===== config.mk =====
export PLATFORM = sky130hd
export DESIGN_NAME = mdu_seq
export DESIGN_NICKNAME = d
export VERILOG_FILES = /design/src/rtl/mdu_seq.sv
export SDC_FILE = /design/constraint.sdc
export NUM_CORES = 2
export LEC_CHECK = 0
export CAP_MARGIN = 20
export CORE_MARGIN = 5
export CORE_UTILIZATION = 35
export CTS_CLUSTER_DIAMETER = 100
export DETAILED_ROUTE_END_ITERATION = 8
export GPL_TIMING_DRIVEN = 0
export SYNTH_ARGS = -nofsm -noshare
export SYNTH_HDL_FRONTEND = slang
export SYNTH_SLANG_ARGS = --single-unit
export TNS_END_PERCENT = 30

===== constraint.sdc =====
create_clock -name clk -period 8.9 [get_ports clk]
set_input_delay 2.225 -clock clk [delete_from_list [all_inputs] [get_ports clk]]
set_output_delay 2.225 -clock clk [all_outputs]
set_load 0.05 [all_outputs]

===== src/rtl/mdu_seq.sv =====
// mdu_seq: multi-cycle multiply/divide sequencer for the execute stage.
// Two-cycle registered multiply, 32-step restoring divide, flush-cancelable.
module mdu_seq #(
  parameter int DIV_ITER = 32
) (
  input  logic        clk,
  input  logic        rst,
  input  logic        startE,
  input  logic        mulOrdivE,
  input  logic        mdIsSignE,
  input  logic [31:0] srcaE,
  input  logic [31:0] srcbE,
  input  logic        cancel,
  output logic        stall_md,
  output logic        busy,
  output logic        res_valid,
  output logic [31:0] hi_o,
  output logic [31:0] lo_o
);

  localparam int CW = $clog2(DIV_ITER);
  localparam logic [CW-1:0] CNT_LAST = CW'(DIV_ITER - 1);

  typedef enum logic [2:0] {
    S_IDLE,
    S_MUL,
    S_DIV,
    S_FIX,
    S_DONE
  } state_e;

  state_e          state_q;
  logic [CW-1:0]   cnt_q;
  logic [31:0]     a_q;
  logic [31:0]     b_q;
  logic            sgn_q;
  logic [31:0]     dvs_q;
  logic [63:0]     rq_q;
  logic            qneg_q;
  logic            rneg_q;
  logic            dz_q;
  logic [31:0]     hi_q;
  logic [31:0]     lo_q;
  logic            rv_q;

  logic [31:0]     a_abs;
  logic [31:0]     b_abs;
  logic [63:0]     mul_a;
  logic [63:0]     mul_b;
  logic [63:0]     prod;
  logic [32:0]     rem33;
  logic            ge;
  logic [31:0]     diff;
  logic [63:0]     rq_d;
  logic [31:0]     quo_fix;
  logic [31:0]     rem_fix;

  // Operand magnitudes, product and one restoring-divide step.
  always_comb begin
    a_abs   = (mdIsSignE && srcaE[31]) ? (32'd0 - srcaE) : srcaE;
    b_abs   = (mdIsSignE && srcbE[31]) ? (32'd0 - srcbE) : srcbE;
    mul_a   = {{32{sgn_q & a_q[31]}}, a_q};
    mul_b   = {{32{sgn_q & b_q[31]}}, b_q};
    prod    = mul_a * mul_b;
    rem33   = rq_q[63:31];
    ge      = rem33 >= {1'b0, dvs_q};
    diff    = rem33[31:0] - dvs_q;
    rq_d    = ge ? {diff, rq_q[30:0], 1'b1}
                 : {rq_q[62:0], 1'b0};
    quo_fix = qneg_q ? (32'd0 - rq_q[31:0]) : rq_q[31:0];
    rem_fix = rneg_q ? (32'd0 - rq_q[63:32]) : rq_q[63:32];
  end

  // Sequencer FSM with registered result and valid pulse.
  always_ff @(posedge clk or negedge rst) begin
    if (!rst) begin
      state_q <= S_IDLE;
      cnt_q   <= '0;
      a_q     <= '0;
      b_q     <= '0;
      sgn_q   <= 1'b0;
      dvs_q   <= '0;
      rq_q    <= '0;
      qneg_q  <= 1'b0;
      rneg_q  <= 1'b0;
      dz_q    <= 1'b0;
      hi_q    <= '0;
      lo_q    <= '0;
      rv_q    <= 1'b0;
    end else if (cancel) begin
      state_q <= S_IDLE;
      cnt_q   <= '0;
      rv_q    <= 1'b0;
    end else begin
      unique case (state_q)
        S_IDLE: begin
          rv_q <= 1'b0;
          if (startE) begin
            a_q     <= srcaE;
            b_q     <= srcbE;
            sgn_q   <= mdIsSignE;
            dvs_q   <= b_abs;
            rq_q    <= {32'd0, a_abs};
            qneg_q  <= mdIsSignE & (srcaE[31] ^ srcbE[31]);
            rneg_q  <= mdIsSignE & srcaE[31];
            dz_q    <= (srcbE == 32'd0);
            cnt_q   <= '0;
            state_q <= mulOrdivE ? S_DIV : S_MUL;
          end
        end
        S_MUL: begin
          hi_q    <= prod[63:32];
          lo_q    <= prod[31:0];
          rv_q    <= 1'b1;
          state_q <= S_DONE;
        end
        S_DIV: begin
          rq_q <= rq_d;
          if (cnt_q == CNT_LAST) begin
            cnt_q   <= '0;
            state_q <= S_FIX;
          end else begin
            cnt_q <= cnt_q + 1'b1;
          end
        end
        S_FIX: begin
          // Divide by zero: dividend to hi, all-ones to lo, no sign fix.
          hi_q    <= dz_q ? a_q : rem_fix;
          lo_q    <= dz_q ? 32'hFFFF_FFFF : quo_fix;
          rv_q    <= 1'b1;
          state_q <= S_DONE;
        end
        S_DONE: begin
          rv_q    <= 1'b0;
          state_q <= S_IDLE;
        end
        default: begin
          rv_q    <= 1'b0;
          state_q <= S_IDLE;
        end
      endcase
    end
  end

  // Stall asserts in the accept cycle itself and drops at once on reset.
  always_comb begin
    busy      = (state_q != S_IDLE);
    stall_md  = rst & (((state_q == S_IDLE) & startE & ~cancel)
                     | (state_q == S_MUL)
                     | (state_q == S_DIV)
                     | (state_q == S_FIX));
    res_valid = rv_q;
    hi_o      = hi_q;
    lo_o      = lo_q;
  end

endmodule

==> impl_table.tex <==
\begin{tabular}{lr}
\hline
Metric & Value \\
\hline
\multicolumn{2}{l}{\textbf{Placement}} \\
\quad Half-perimeter wire length after placement & approximately 180000 µm \\
\quad Placed cell count & roughly 8100 \\
\quad Final GP Congestion & around 1.0 \\
\quad Quantity of I/O buffers inserted on ports & roughly 140 \\
\multicolumn{2}{l}{\textbf{Clock tree}} \\
\quad Clock buffer count from CTS & 28 \\
\quad Number of levels in the clock H-tree & 1 \\
\quad Total clock sinks & around 240 \\
\quad Clock root buffer & clkbuf\_16 \\
\quad Clock tree buffer depth & 3 \\
\quad Clock-pin slew reported for the worst setup and hold paths after clock tree synthesis & roughly 0.06 ns \\
\quad Cts-stage hold buffer count & 0 \\
\quad CTS tree & built \\
\quad Clock latency on the worst-skew pair & $\sim$0.58 ns \\
\multicolumn{2}{l}{\textbf{Timing}} \\
\quad Setup violators final & 0 \\
\quad Total negative slack for setup checks & 0 ns \\
\quad Setup skew after layout & $\sim$0.025 ns \\
\quad Worst max-slew margin expressed relative to the limit & 20.5\% \\
\quad Worst Tran Pin Value & approximately 1.2 ns \\
\quad Ratio of final minimum period to clock period & roughly 100\% \\
\quad Pins over their slew limit & 0 \\
\quad Post-Route Hold Slack & around 0.48 ns \\
\quad Hold Violations, Final & 0 \\
\quad Max frequency & 113 MHz \\
\quad Clock period minus final worst setup slack & between 8 and 9 ns \\
\quad Setup repair after global routing missed its margin & yes \\
\multicolumn{2}{l}{\textbf{Worst hold path}} \\
\quad Hold crit path type & reg -> reg \\
\multicolumn{2}{l}{\textbf{Floorplanning}} \\
\quad Initial core utilization & between 30\% and 40\% \\
\quad Width of the die & between 300 and 400 µm \\
\quad Number of placement rows & about 140 \\
\quad Number of top-level pins & around 140 \\
\quad Floorplan die height & approximately 400 µm \\
\quad Placeable core region & between 100000 and 150000 µm² \\
\quad Total Die Area & approximately 160000 µm² \\
\multicolumn{2}{l}{\textbf{Finish}} \\
\quad Nets & 7590 \\
\quad Area overhead of the layout relative to synthesis & 11.4\% \\
\quad Share of post-route cells with drive strength above 1 & under 10\% \\
\quad Layout Utilization & between 30\% and 40\% \\
\quad Final instance count without filler cells & roughly 8100 \\
\multicolumn{2}{l}{\textbf{Route}} \\
\quad TritonRoute pass-1 iters & 6 \\
\quad Drt drc & 0 \\
\quad Vias per std cell & around 5.4 \\
\quad Final Routed Wirelength & approximately 220000 µm \\
\quad DRC marker count from the first detailed-route iteration & 4513 \\
\quad Residual antenna-violating net count after detailed routing & 0 \\
\quad Total via count in the routed design & about 44000 \\
\quad Wirelength per Cell & approximately 27 µm \\
\multicolumn{2}{l}{\textbf{Global route}} \\
\quad Pin count of the biggest net entering global routing & 106 \\
\quad Total routing resource utilization after global routing & between 20\% and 30\% \\
\quad Global-route wire length before repair & about 320000 µm \\
\quad Number of antenna violations at the first check in global routing & 28 \\
\quad GRT overflow & 0 \\
\quad Number of global-route vias before repair & roughly 46000 \\
\multicolumn{2}{l}{\textbf{Synth}} \\
\quad FFs w/ async S/R, synth & 100\% \\
\quad Sequential fraction of the synthesis area & between 10 and 15\% \\
\quad Number of different library cells in the post-synthesis netlist & $\sim$70 \\
\quad Number of flops mapped to enable cells by yosys & 0 \\
\quad Mean instance size in the synthesized netlist & just under 9 µm² \\
\quad FF+latch count, synth & 236 \\
\quad Count of warnings emitted by yosys & 0 \\
\quad Syn Inst Count & about 6000 \\
\quad Area of the mapped netlist & around 52000 µm² \\
\quad Number of nets in the synthesized netlist & approximately 7400 \\
\quad Main synth FF type & dfrtp\_1 \\
\multicolumn{2}{l}{\textbf{Critical path}} \\
\quad Cell repeated most along the worst path & fa\_1 \\
\quad Sort of element at the end of the critical path & register \\
\quad Critical Path Fanout Max & 10 \\
\quad Highest-delay cell along the critical path & clkbuf\_1 \\
\quad Launching element type of the critical path & register \\
\quad CP Class & reg -> reg \\
\quad Worst path buffer plus inverter count & 5 \\
\quad Top cell family by delay on the critical path & adder cells \\
\quad Required time at the worst-slack endpoint & roughly 9.4 ns \\
\quad CP Data Arrival Time & around 9.4 ns \\
\quad Crit-path max cell delay & between 0.8 and 0.9 ns \\
\multicolumn{2}{l}{\textbf{Run status}} \\
\quad Outcome & complete, no violations \\
\multicolumn{2}{l}{\textbf{Flow run}} \\
\quad Maximum Capacitance Violations & 0 \\
\hline
\end{tabular}
-- worst register-to-register path, delay by kind of cell, from the launching register on --
family                     cells  cell delay, ns
buffers and inverters          5            1.84
DFF                            1            0.32
AOI/OAI and AO/OA              6            1.38
adders and majority gates      9            4.37
and+or+nand+nor                5            0.88
-- Yosys cell counts, drive strengths merged (16+ instances only) --
master  number  area (µm²)
ha         250        3130
xor2        90         788
nor4        16         106
xnor2      118        1030
dfrtp      236        5910
nand2     1120        4200
nand2b      18         113
o21bai      21         158
inv       1172        4400
or4         17         139
o31ai       34         270
a21o        61         458
clkbuf     346        1300
o21ai      263        1320
fa        1126       22500
a21oi      177         886
nor3        24         120
nor2       186         706
and2       357        2230
nand3       44         233
and3        31         194
o22ai       21         131
a31oi       28         175
or3         21         136
-- what timing repair did --
item	4_1_cts	5_1_grt
setup endpoints to repair	36	20
pin swaps	2	5
gates resized for setup	262	82
buffers inserted	15	8
-- metal layers --
metal | GRT usage (%) | routed length (µm) | up-vias
met3 | 7.12 | 24400 | 667
met4 | 16.5 | 17200 | 12
met1 | 36.1 | 83500 | 22700
li1 | - | - | 18400
met5 | 0 | 80 | -
met2 | 41.6 | 93800 | 2440
-- layout by cell type, fill, tap and decap left out, types with 14 or more instances in the layout --
cell type           n
clkbuf_16          30
o31ai_1            30
nor2_1            185
clkbuf_2           74
nand3_1            42
clkdlybuf4s50_1   135
dfrtp_2            37
xnor2_1           118
fa_1             1120
clkbuf_4           46
or4_1              14
and3_1             31
buf_4              24
o22ai_1            21
o21a_1             14
nand2b_1           18
clkbuf_1          165
or3_1              20
a31oi_1            27
ha_1              243
o41ai_1            14
buf_8              15
diode_2            18
a21oi_1           172
nor4_1             14
o21bai_1           21
inv_1            1169
or2_2              15
and2_1            355
a21o_1             61
nor3_1             24
nand2_1          1118
dfrtp_1           188
xor2_1             90
o21ai_0           251
-- cells by family (layout without fill, tap and decap cells) --
logic type / after synthesis / count (layout) / synth area share, %
adder cells (fa/ha/maj): 1376 / 1376 / 49.1
flip-flops: 236 / 236 / 11.3
XOR/XNOR: 208 / 208 / 3.49
buffers and inverters: 1529 / 1715 / 11.0
AO/OA/AOI/OAI: 723 / 723 / 8.39
other: 0 / 18 / 0
multiplexers: 12 / 12 / 0.232
AND/OR/NAND/NOR: 1894 / 1894 / 16.5
-- cell type report --
cell class / instances / area [µm²]
antenna: 18 / 45.0
buffer: 312 / 1570
clock buffer: 37 / 806
clock inverter: 13 / 199
fill: 14900 / 89800
inverter: 1173 / 4410
multi-input combinational: 4213 / 40800
sequential: 236 / 5990
tap: 1930 / 2410
timing repair buffer: 180 / 1970
-- worst paths after layout --
kind	start	endpoint	slack (ns)	depth (start not counted)
setup reg to reg	a_q[2]$_DFFE_PN0P_	hi_o[25]$_DFFE_PN0P_	0.03	25
hold reg to reg	dvs_q[20]$_DFFE_PN0P_	dvs_q[20]$_DFFE_PN0P_	0.48	2
hold / removal	dvs_q[20]$_DFFE_PN0P_	dvs_q[20]$_DFFE_PN0P_	0.48	2
max in group asynchronous	rst	b_q[18]$_DFFE_PN0P_	5.99	3
setup / recovery	a_q[2]$_DFFE_PN0P_	hi_o[25]$_DFFE_PN0P_	0.03	25
min in group asynchronous	rst	dvs_q[15]$_DFFE_PN0P_	1.51	1
-- per-stage QoR --
stage | setup WS [ns] | instance area, µm²
floorplan | 0.841 | 52200
global placement | -6.14 | 56000
detailed placement | -1.87 | 56400
CTS | 0.00247 | 57900
global route | -0.0162 | 58100
finish | 0.0313 | 58200
-- registers in the layout, indices dropped and copies added, names as in the netlist --
name / cells
a_q: 32
dz_q: 1
hi_o: 32
state_q: 3
rq_q: 64
sgn_q: 1
lo_o: 32
b_q: 32
cnt_q: 5
res_valid: 1
rneg_q: 1
dvs_q: 31
qneg_q: 1
Power is left out: the tool's default activity adds up to more than one toggle a clock period on the data nets, which glitch-free logic cannot reach.
